===== src/rtl/mips_ctrl_pkg.sv =====
// Shared encodings for the multi-cycle MIPS control path: opcodes, FSM
// state codes, ALU operation codes, mux selects and the control word.
package mips_ctrl_pkg;

    // Opcodes (IR[31:26]) handled by the controller
    localparam logic [5:0] OP_RTYPE = 6'b000000;
    localparam logic [5:0] OP_LW    = 6'b100011;
    localparam logic [5:0] OP_SW    = 6'b101011;
    localparam logic [5:0] OP_BEQ   = 6'b000100;
    localparam logic [5:0] OP_J     = 6'b000010;
    localparam logic [5:0] OP_ADDI  = 6'b001000;

    // Controller states; codes 12-15 are unused and recover to FETCH
    typedef enum logic [3:0] {
        S_FETCH  = 4'd0,
        S_DECODE = 4'd1,
        S_MEMADR = 4'd2,
        S_MEMRD  = 4'd3,
        S_MEMWB  = 4'd4,
        S_MEMWR  = 4'd5,
        S_EXEC   = 4'd6,
        S_RWB    = 4'd7,
        S_BRANCH = 4'd8,
        S_JUMP   = 4'd9,
        S_ADDIEX = 4'd10,
        S_ADDIWB = 4'd11
    } state_e;

    // ALU operation requests
    localparam logic [2:0] ALU_ADD   = 3'b000;
    localparam logic [2:0] ALU_SUB   = 3'b001;
    localparam logic [2:0] ALU_FUNCT = 3'b010;

    // ALU B operand select
    localparam logic [1:0] SRCB_RT      = 2'b00;
    localparam logic [1:0] SRCB_FOUR    = 2'b01;
    localparam logic [1:0] SRCB_IMM     = 2'b10;
    localparam logic [1:0] SRCB_IMM_SH2 = 2'b11;

    // Next-PC source select
    localparam logic [1:0] PCSRC_ALU    = 2'b00;
    localparam logic [1:0] PCSRC_ALUOUT = 2'b01;
    localparam logic [1:0] PCSRC_JUMP   = 2'b10;

    // Everything the datapath needs from the controller in one cycle
    typedef struct packed {
        logic       pc_write;
        logic       pc_write_cond;
        logic       iord;
        logic       mem_read;
        logic       mem_write;
        logic       ir_write;
        logic       mem_to_reg;
        logic       reg_dst;
        logic       reg_write;
        logic       alu_src_a;
        logic [1:0] alu_src_b;
        logic [2:0] alu_op;
        logic [1:0] pc_source;
        logic       instr_done;
    } ctrl_word_t;

endpackage


===== src/rtl/mc_ctrl_outdec.sv =====
// Combinational output decoder: maps the current state (and mem_ready for
// the handshake states) to the datapath control word.
module mc_ctrl_outdec
    import mips_ctrl_pkg::*;
(
    input  state_e     state,
    input  logic       mem_ready,
    output ctrl_word_t ctrl
);

    // Decode the control word for the current state
    always_comb begin
        // NOTE: the whole word is defaulted first so no state path can infer a latch.
        ctrl = '0;
        case (state)
            S_FETCH: begin
                ctrl.mem_read  = 1'b1;
                ctrl.iord      = 1'b0;
                ctrl.alu_src_a = 1'b0;
                ctrl.alu_src_b = SRCB_FOUR;
                ctrl.alu_op    = ALU_ADD;
                ctrl.pc_source = PCSRC_ALU;
                // IR and PC only advance once the instruction word arrives
                ctrl.ir_write  = mem_ready;
                ctrl.pc_write  = mem_ready;
            end
            S_DECODE: begin
                // Precompute the branch target while the opcode is decoded
                ctrl.alu_src_a = 1'b0;
                ctrl.alu_src_b = SRCB_IMM_SH2;
                ctrl.alu_op    = ALU_ADD;
            end
            S_MEMADR: begin
                ctrl.alu_src_a = 1'b1;
                ctrl.alu_src_b = SRCB_IMM;
                ctrl.alu_op    = ALU_ADD;
            end
            S_MEMRD: begin
                ctrl.mem_read = 1'b1;
                ctrl.iord     = 1'b1;
            end
            S_MEMWB: begin
                ctrl.reg_write  = 1'b1;
                ctrl.mem_to_reg = 1'b1;
                ctrl.reg_dst    = 1'b0;
                ctrl.instr_done = 1'b1;
            end
            S_MEMWR: begin
                ctrl.mem_write  = 1'b1;
                ctrl.iord       = 1'b1;
                ctrl.instr_done = mem_ready;
            end
            S_EXEC: begin
                ctrl.alu_src_a = 1'b1;
                ctrl.alu_src_b = SRCB_RT;
                ctrl.alu_op    = ALU_FUNCT;
            end
            S_RWB: begin
                ctrl.reg_write  = 1'b1;
                ctrl.reg_dst    = 1'b1;
                ctrl.mem_to_reg = 1'b0;
                ctrl.instr_done = 1'b1;
            end
            S_BRANCH: begin
                ctrl.alu_src_a     = 1'b1;
                ctrl.alu_src_b     = SRCB_RT;
                ctrl.alu_op        = ALU_SUB;
                ctrl.pc_write_cond = 1'b1;
                ctrl.pc_source     = PCSRC_ALUOUT;
                ctrl.instr_done    = 1'b1;
            end
            S_JUMP: begin
                ctrl.pc_write   = 1'b1;
                ctrl.pc_source  = PCSRC_JUMP;
                ctrl.instr_done = 1'b1;
            end
            S_ADDIEX: begin
                ctrl.alu_src_a = 1'b1;
                ctrl.alu_src_b = SRCB_IMM;
                ctrl.alu_op    = ALU_ADD;
            end
            S_ADDIWB: begin
                ctrl.reg_write  = 1'b1;
                ctrl.reg_dst    = 1'b0;
                ctrl.mem_to_reg = 1'b0;
                ctrl.instr_done = 1'b1;
            end
            default: ctrl = '0;
        endcase
    end

endmodule


===== src/rtl/multicycle_ctrl.sv =====
// Multi-cycle MIPS control FSM: holds the state register and next-state
// logic, derives pc_en and illegal_op, and forces all outputs low in reset.
module multicycle_ctrl
    import mips_ctrl_pkg::*;
(
    input  logic       clk,
    input  logic       reset,
    input  logic [5:0] op,
    input  logic       zero,
    input  logic       mem_ready,
    output logic       PCWrite,
    output logic       PCWriteCond,
    output logic       pc_en,
    output logic       IorD,
    output logic       MemRead,
    output logic       MemWrite,
    output logic       IRWrite,
    output logic       MemtoReg,
    output logic       RegDst,
    output logic       RegWrite,
    output logic       ALUSrcA,
    output logic [1:0] ALUSrcB,
    output logic [2:0] ALUop,
    output logic [1:0] PCSource,
    output logic       instr_done,
    output logic       illegal_op,
    output logic [3:0] state
);

    state_e     state_q;
    state_e     state_d;
    logic       illegal_d;
    ctrl_word_t ctrl_raw;
    ctrl_word_t ctrl;

    // Next-state selection and illegal-opcode detection
    always_comb begin
        state_d   = state_q;
        illegal_d = 1'b0;
        case (state_q)
            S_FETCH:  if (mem_ready) state_d = S_DECODE;
            S_DECODE: begin
                case (op)
                    OP_RTYPE:     state_d = S_EXEC;
                    OP_LW, OP_SW: state_d = S_MEMADR;
                    OP_BEQ:       state_d = S_BRANCH;
                    OP_J:         state_d = S_JUMP;
                    OP_ADDI:      state_d = S_ADDIEX;
                    default: begin
                        state_d   = S_FETCH;
                        illegal_d = 1'b1;
                    end
                endcase
            end
            S_MEMADR: state_d = (op == OP_LW) ? S_MEMRD : S_MEMWR;
            S_MEMRD:  if (mem_ready) state_d = S_MEMWB;
            S_MEMWR:  if (mem_ready) state_d = S_FETCH;
            S_EXEC:   state_d = S_RWB;
            S_ADDIEX: state_d = S_ADDIWB;
            default:  state_d = S_FETCH;
        endcase
    end

    // State register with synchronous reset to FETCH
    always_ff @(posedge clk) begin
        // NOTE: sequential state takes non-blocking assignments; the comb block above uses blocking.
        if (reset) state_q <= S_FETCH;
        else       state_q <= state_d;
    end

    mc_ctrl_outdec u_outdec (
        .state     (state_q),
        .mem_ready (mem_ready),
        .ctrl      (ctrl_raw)
    );

    // Reset wins over every decoded output so an abandoned access stops at once
    assign ctrl = reset ? '0 : ctrl_raw;

    assign PCWrite     = ctrl.pc_write;
    assign PCWriteCond = ctrl.pc_write_cond;
    assign pc_en       = ctrl.pc_write | (ctrl.pc_write_cond & zero);
    assign IorD        = ctrl.iord;
    assign MemRead     = ctrl.mem_read;
    assign MemWrite    = ctrl.mem_write;
    assign IRWrite     = ctrl.ir_write;
    assign MemtoReg    = ctrl.mem_to_reg;
    assign RegDst      = ctrl.reg_dst;
    assign RegWrite    = ctrl.reg_write;
    assign ALUSrcA     = ctrl.alu_src_a;
    assign ALUSrcB     = ctrl.alu_src_b;
    assign ALUop       = ctrl.alu_op;
    assign PCSource    = ctrl.pc_source;
    assign instr_done  = ctrl.instr_done;
    assign illegal_op  = illegal_d & ~reset;
    assign state       = reset ? 4'd0 : state_q;

endmodule


===== config.mk =====
export PLATFORM = sky130hd
export DESIGN_NAME = multicycle_ctrl
export DESIGN_NICKNAME = d
export VERILOG_FILES = /design/src/rtl/mips_ctrl_pkg.sv /design/src/rtl/mc_ctrl_outdec.sv /design/src/rtl/multicycle_ctrl.sv
export SDC_FILE = /design/constraint.sdc
export NUM_CORES = 1
export LEC_CHECK = 0
export CAP_MARGIN = 20
export CORE_MARGIN = 4
export CORE_UTILIZATION = 40
export DETAILED_ROUTE_END_ITERATION = 10
export MAX_ROUTING_LAYER = met4
export PLACE_DENSITY_LB_ADDON = 0.25
export SLEW_MARGIN = 20
export SYNTH_ARGS = -nofsm -noshare
export SYNTH_HDL_FRONTEND = slang
export SYNTH_SLANG_ARGS = --single-unit
export TNS_END_PERCENT = 20

===== constraint.sdc =====
create_clock -name clk -period 2.1 [get_ports clk]
set_input_delay 0.21 -clock clk [delete_from_list [all_inputs] [get_ports clk]]
set_output_delay 0.21 -clock clk [all_outputs]
set_load 0.05 [all_outputs]

==> run_results.csv <==
group,metric,value,unit
logic_synthesis,synthCells,94,
clock_tree,cts_max_level,1,
clock_tree,cts_root_buf,"clkbuf_4",
route,viasPerCell,6.09,
die,ioPinCount,34,
layout,area_delta_synth_final,98.0,%
layout,reg_top3,"state_q: 4 flops",
layout,final_cell_area,0.00123,mm²
route,drt_iter0_markers,22,
die,initial_utilization,0.451,
logic_synthesis,yosysSeqAreaShare,0.129,
timing,layout_setup_ws,0.107,ns
critical_path,required,1.89,ns
die,dieArea,0.00225,mm²
clock_tree,cts_setup_buffers,0,
clock_tree,clkSlewWorstSetupHoldPaths,0.04,ns
logic_synthesis,ys_ff_latch,4,
global_routing,grt_pass1_wl,3.66,mm
clock_tree,cts.sink_count,4,
global_routing,grt_pass1_vias,861,
logic_synthesis,ys.flop_type,"dfxtp_1",
logic_synthesis,syn_area_per_cell,6.63,µm²
critical_path,path_cells,"or2_2, nor3_2, and4_1, buf_12",
die,dieWidth,47.5,µm
logic_synthesis,synthArstFlopShare,0,
logic_synthesis,synth.top_cells.by_area,"dfxtp_1, nor3_1, nor2_1, nor2b_1, nor4_1",
timing,max_freq,0.502,GHz
placement,post_dp_cell_area,0.00121,mm²
placement,pre_cts_ws,0.141,ns
global_routing,track_usage,0.232,
critical_path,critical_path_buf_inv_count,1,
logic_synthesis,synth_warnings,0,
logic_synthesis,synth_edf_count,0,
logic_synthesis,synth_fp_nets,104,
timing,final_max_slew_viol_count,0,
route,drc,0,
timing,hold_viol,0,
timing,skew,0.00347,ns
critical_path,slowest_stage,"or2_2",
pwr,peakVddDrop,0.577,mV
placement,dp_hpwl,1.78,mm
clock_tree,cts.path.max_buffers,2,
timing,max-slew-margin-rel,0.577,
pwr,total_power,0.000346,W
route,dr_total_vias,871,
route,routedWlPerCell,16.2,µm
layout,drive_gt1_frac,0.336,
critical_path,crit_type,"reg2out",
critical_path,cpPeakStageDelay,0.47,ns
route,drtPass1Iterations,4,
critical_path,cp_top_family,"simple AND/OR/NAND/NOR gates",
pwr,power.density,280,mW/mm²
global_routing,grt_overflow,0,
critical_path,worstSetupEndpointType,"output pin",
timing,tightest_slew,0.634,ns
die,fp.dieH,47.5,µm
die,core,0.00138,mm²
route,routed_wl,2.31,mm
logic_synthesis,netlist.area_leader.share,0.129,
placement,post-place-cells,140,
outcome,status,"complete, no violations",
logic_synthesis,yosys.cell_count.top_type,"nor3_1",
timing,min_period_over_period,0.949,
timing,period_needed,1.99,ns
placement,io_buffers,32,
critical_path,cp-start-kind,"register",
placement,gp_congestion,0.827,
timing,setup_viol,0,
logic_synthesis,syn_area,623,µm²
global_routing,grt_max_degree,21,
clock_tree,cts_tree,"built",
critical_path,cp_max_fo,13,
hold_path,hp-class,"reg2reg",
layout,largest_reg_flops,4,
logic_synthesis,yosysTopAreaCell,"dfxtp_1",
pwr,p_leak,0.462,nW
critical_path,crit_arrival,1.78,ns
logic_synthesis,synth_common_cells,"nor3_1, nor2_1, buf_2",
die,rows,13,
layout,fin_nets,140,
run,drv_cap,0,
global_routing,antenna_found_initial,0,
layout,instances_no_fill,143,
logic_synthesis,ys_types,41,
layout,regMostFlops,"state_q",
layout,diodes,0,
clock_tree,cts_buffers,3,
timing,rsz0062_at_grt,"false",
clock_tree,clk-insertion-delay-late,0.24,ns
layout,utilization,0.892,
route,ant_nets,0,
-- layout by cell type (no fill, tap or decap), drive strengths merged, types with 2 or more instances in the layout --
master | Yosys | layout
clkbuf | 0 | 3
nor2b | 5 | 5
buf | 10 | 32
clkdlybuf4s50 | 0 | 9
dfxtp | 4 | 4
nand2 | 3 | 3
nor4 | 5 | 5
a21oi | 6 | 6
nor2 | 11 | 11
o21ai | 4 | 4
nor3 | 13 | 13
inv | 4 | 4
nor3b | 2 | 2
or3 | 3 | 3
nand2b | 4 | 4
xnor2 | 2 | 2
-- cell type report --
class	count	area [µm²]
fill	67	149
tap	15	18.8
sequential	4	80.1
inverter	4	15.0
multi-input combinational	76	479
clock buffer	3	22.5
timing repair buffer	41	618
-- worst paths after layout --
| kind | slack, ns | endpoint | cells past startpoint | from |
|---|---|---|---|---|
| min | 0.72 | state_q[2] | 2 | state_q[3] |
| max | 0.11 | illegal_op | 4 | state_q[2] |
| min reg2reg | 0.72 | state_q[2] | 2 | state_q[3] |
| max reg2reg | 0.45 | state_q[0] | 4 | state_q[0] |
-- metal layers --
layer	share of wire	up-vias	routed length (µm)	global-route usage
met5	0	-	0	-
met4	0.041	0	94	0.155
met3	0.070	12	162	0.0526
met2	0.50	48	1150	0.390
met1	0.39	399	905	0.237
li1	-	412	-	-
-- stage by stage --
step / hold slack, ns / TNS [ns]
CTS: 0.714 / 0
global placement: 0.693 / 0
floorplan: 0.371 / -1.48
finish: 0.718 / 0
detailed placement: 0.716 / 0
global route: 0.765 / 0
-- cell families (layout without fill, tap and decap cells) --
group / after synthesis / after routing / synth area share
buffers and inverters: 14 / 48 / 0.120
and+or+nand+nor: 53 / 53 / 0.494
DFF: 4 / 4 / 0.129
other: 1 / 1 / 0.00602
xor gates and xnor gates: 3 / 3 / 0.0422
AOI/OAI and AO/OA: 19 / 19 / 0.209
-- where the power goes --
group          switching, W  internal, W  total [W]
Sequential       0.00000708    0.0000779  0.0000850
Clock             0.0000340    0.0000641  0.0000981
Combinational     0.0000851    0.0000774   0.000163
-- worst min-delay path, cell delays in order, from the launching register on --
cell and delay (ns):
dfxtp_1 0.32, buf_4 0.23, o32ai_1 0.11
-- what timing repair did --
action | 4_1_cts | 5_1_grt
gates resized for setup | 0 | 1
endpoints found under the setup margin | 0 | 2
hold buffers | 0 | 0
No activity file was read; power rests on OpenSTA's default activity.
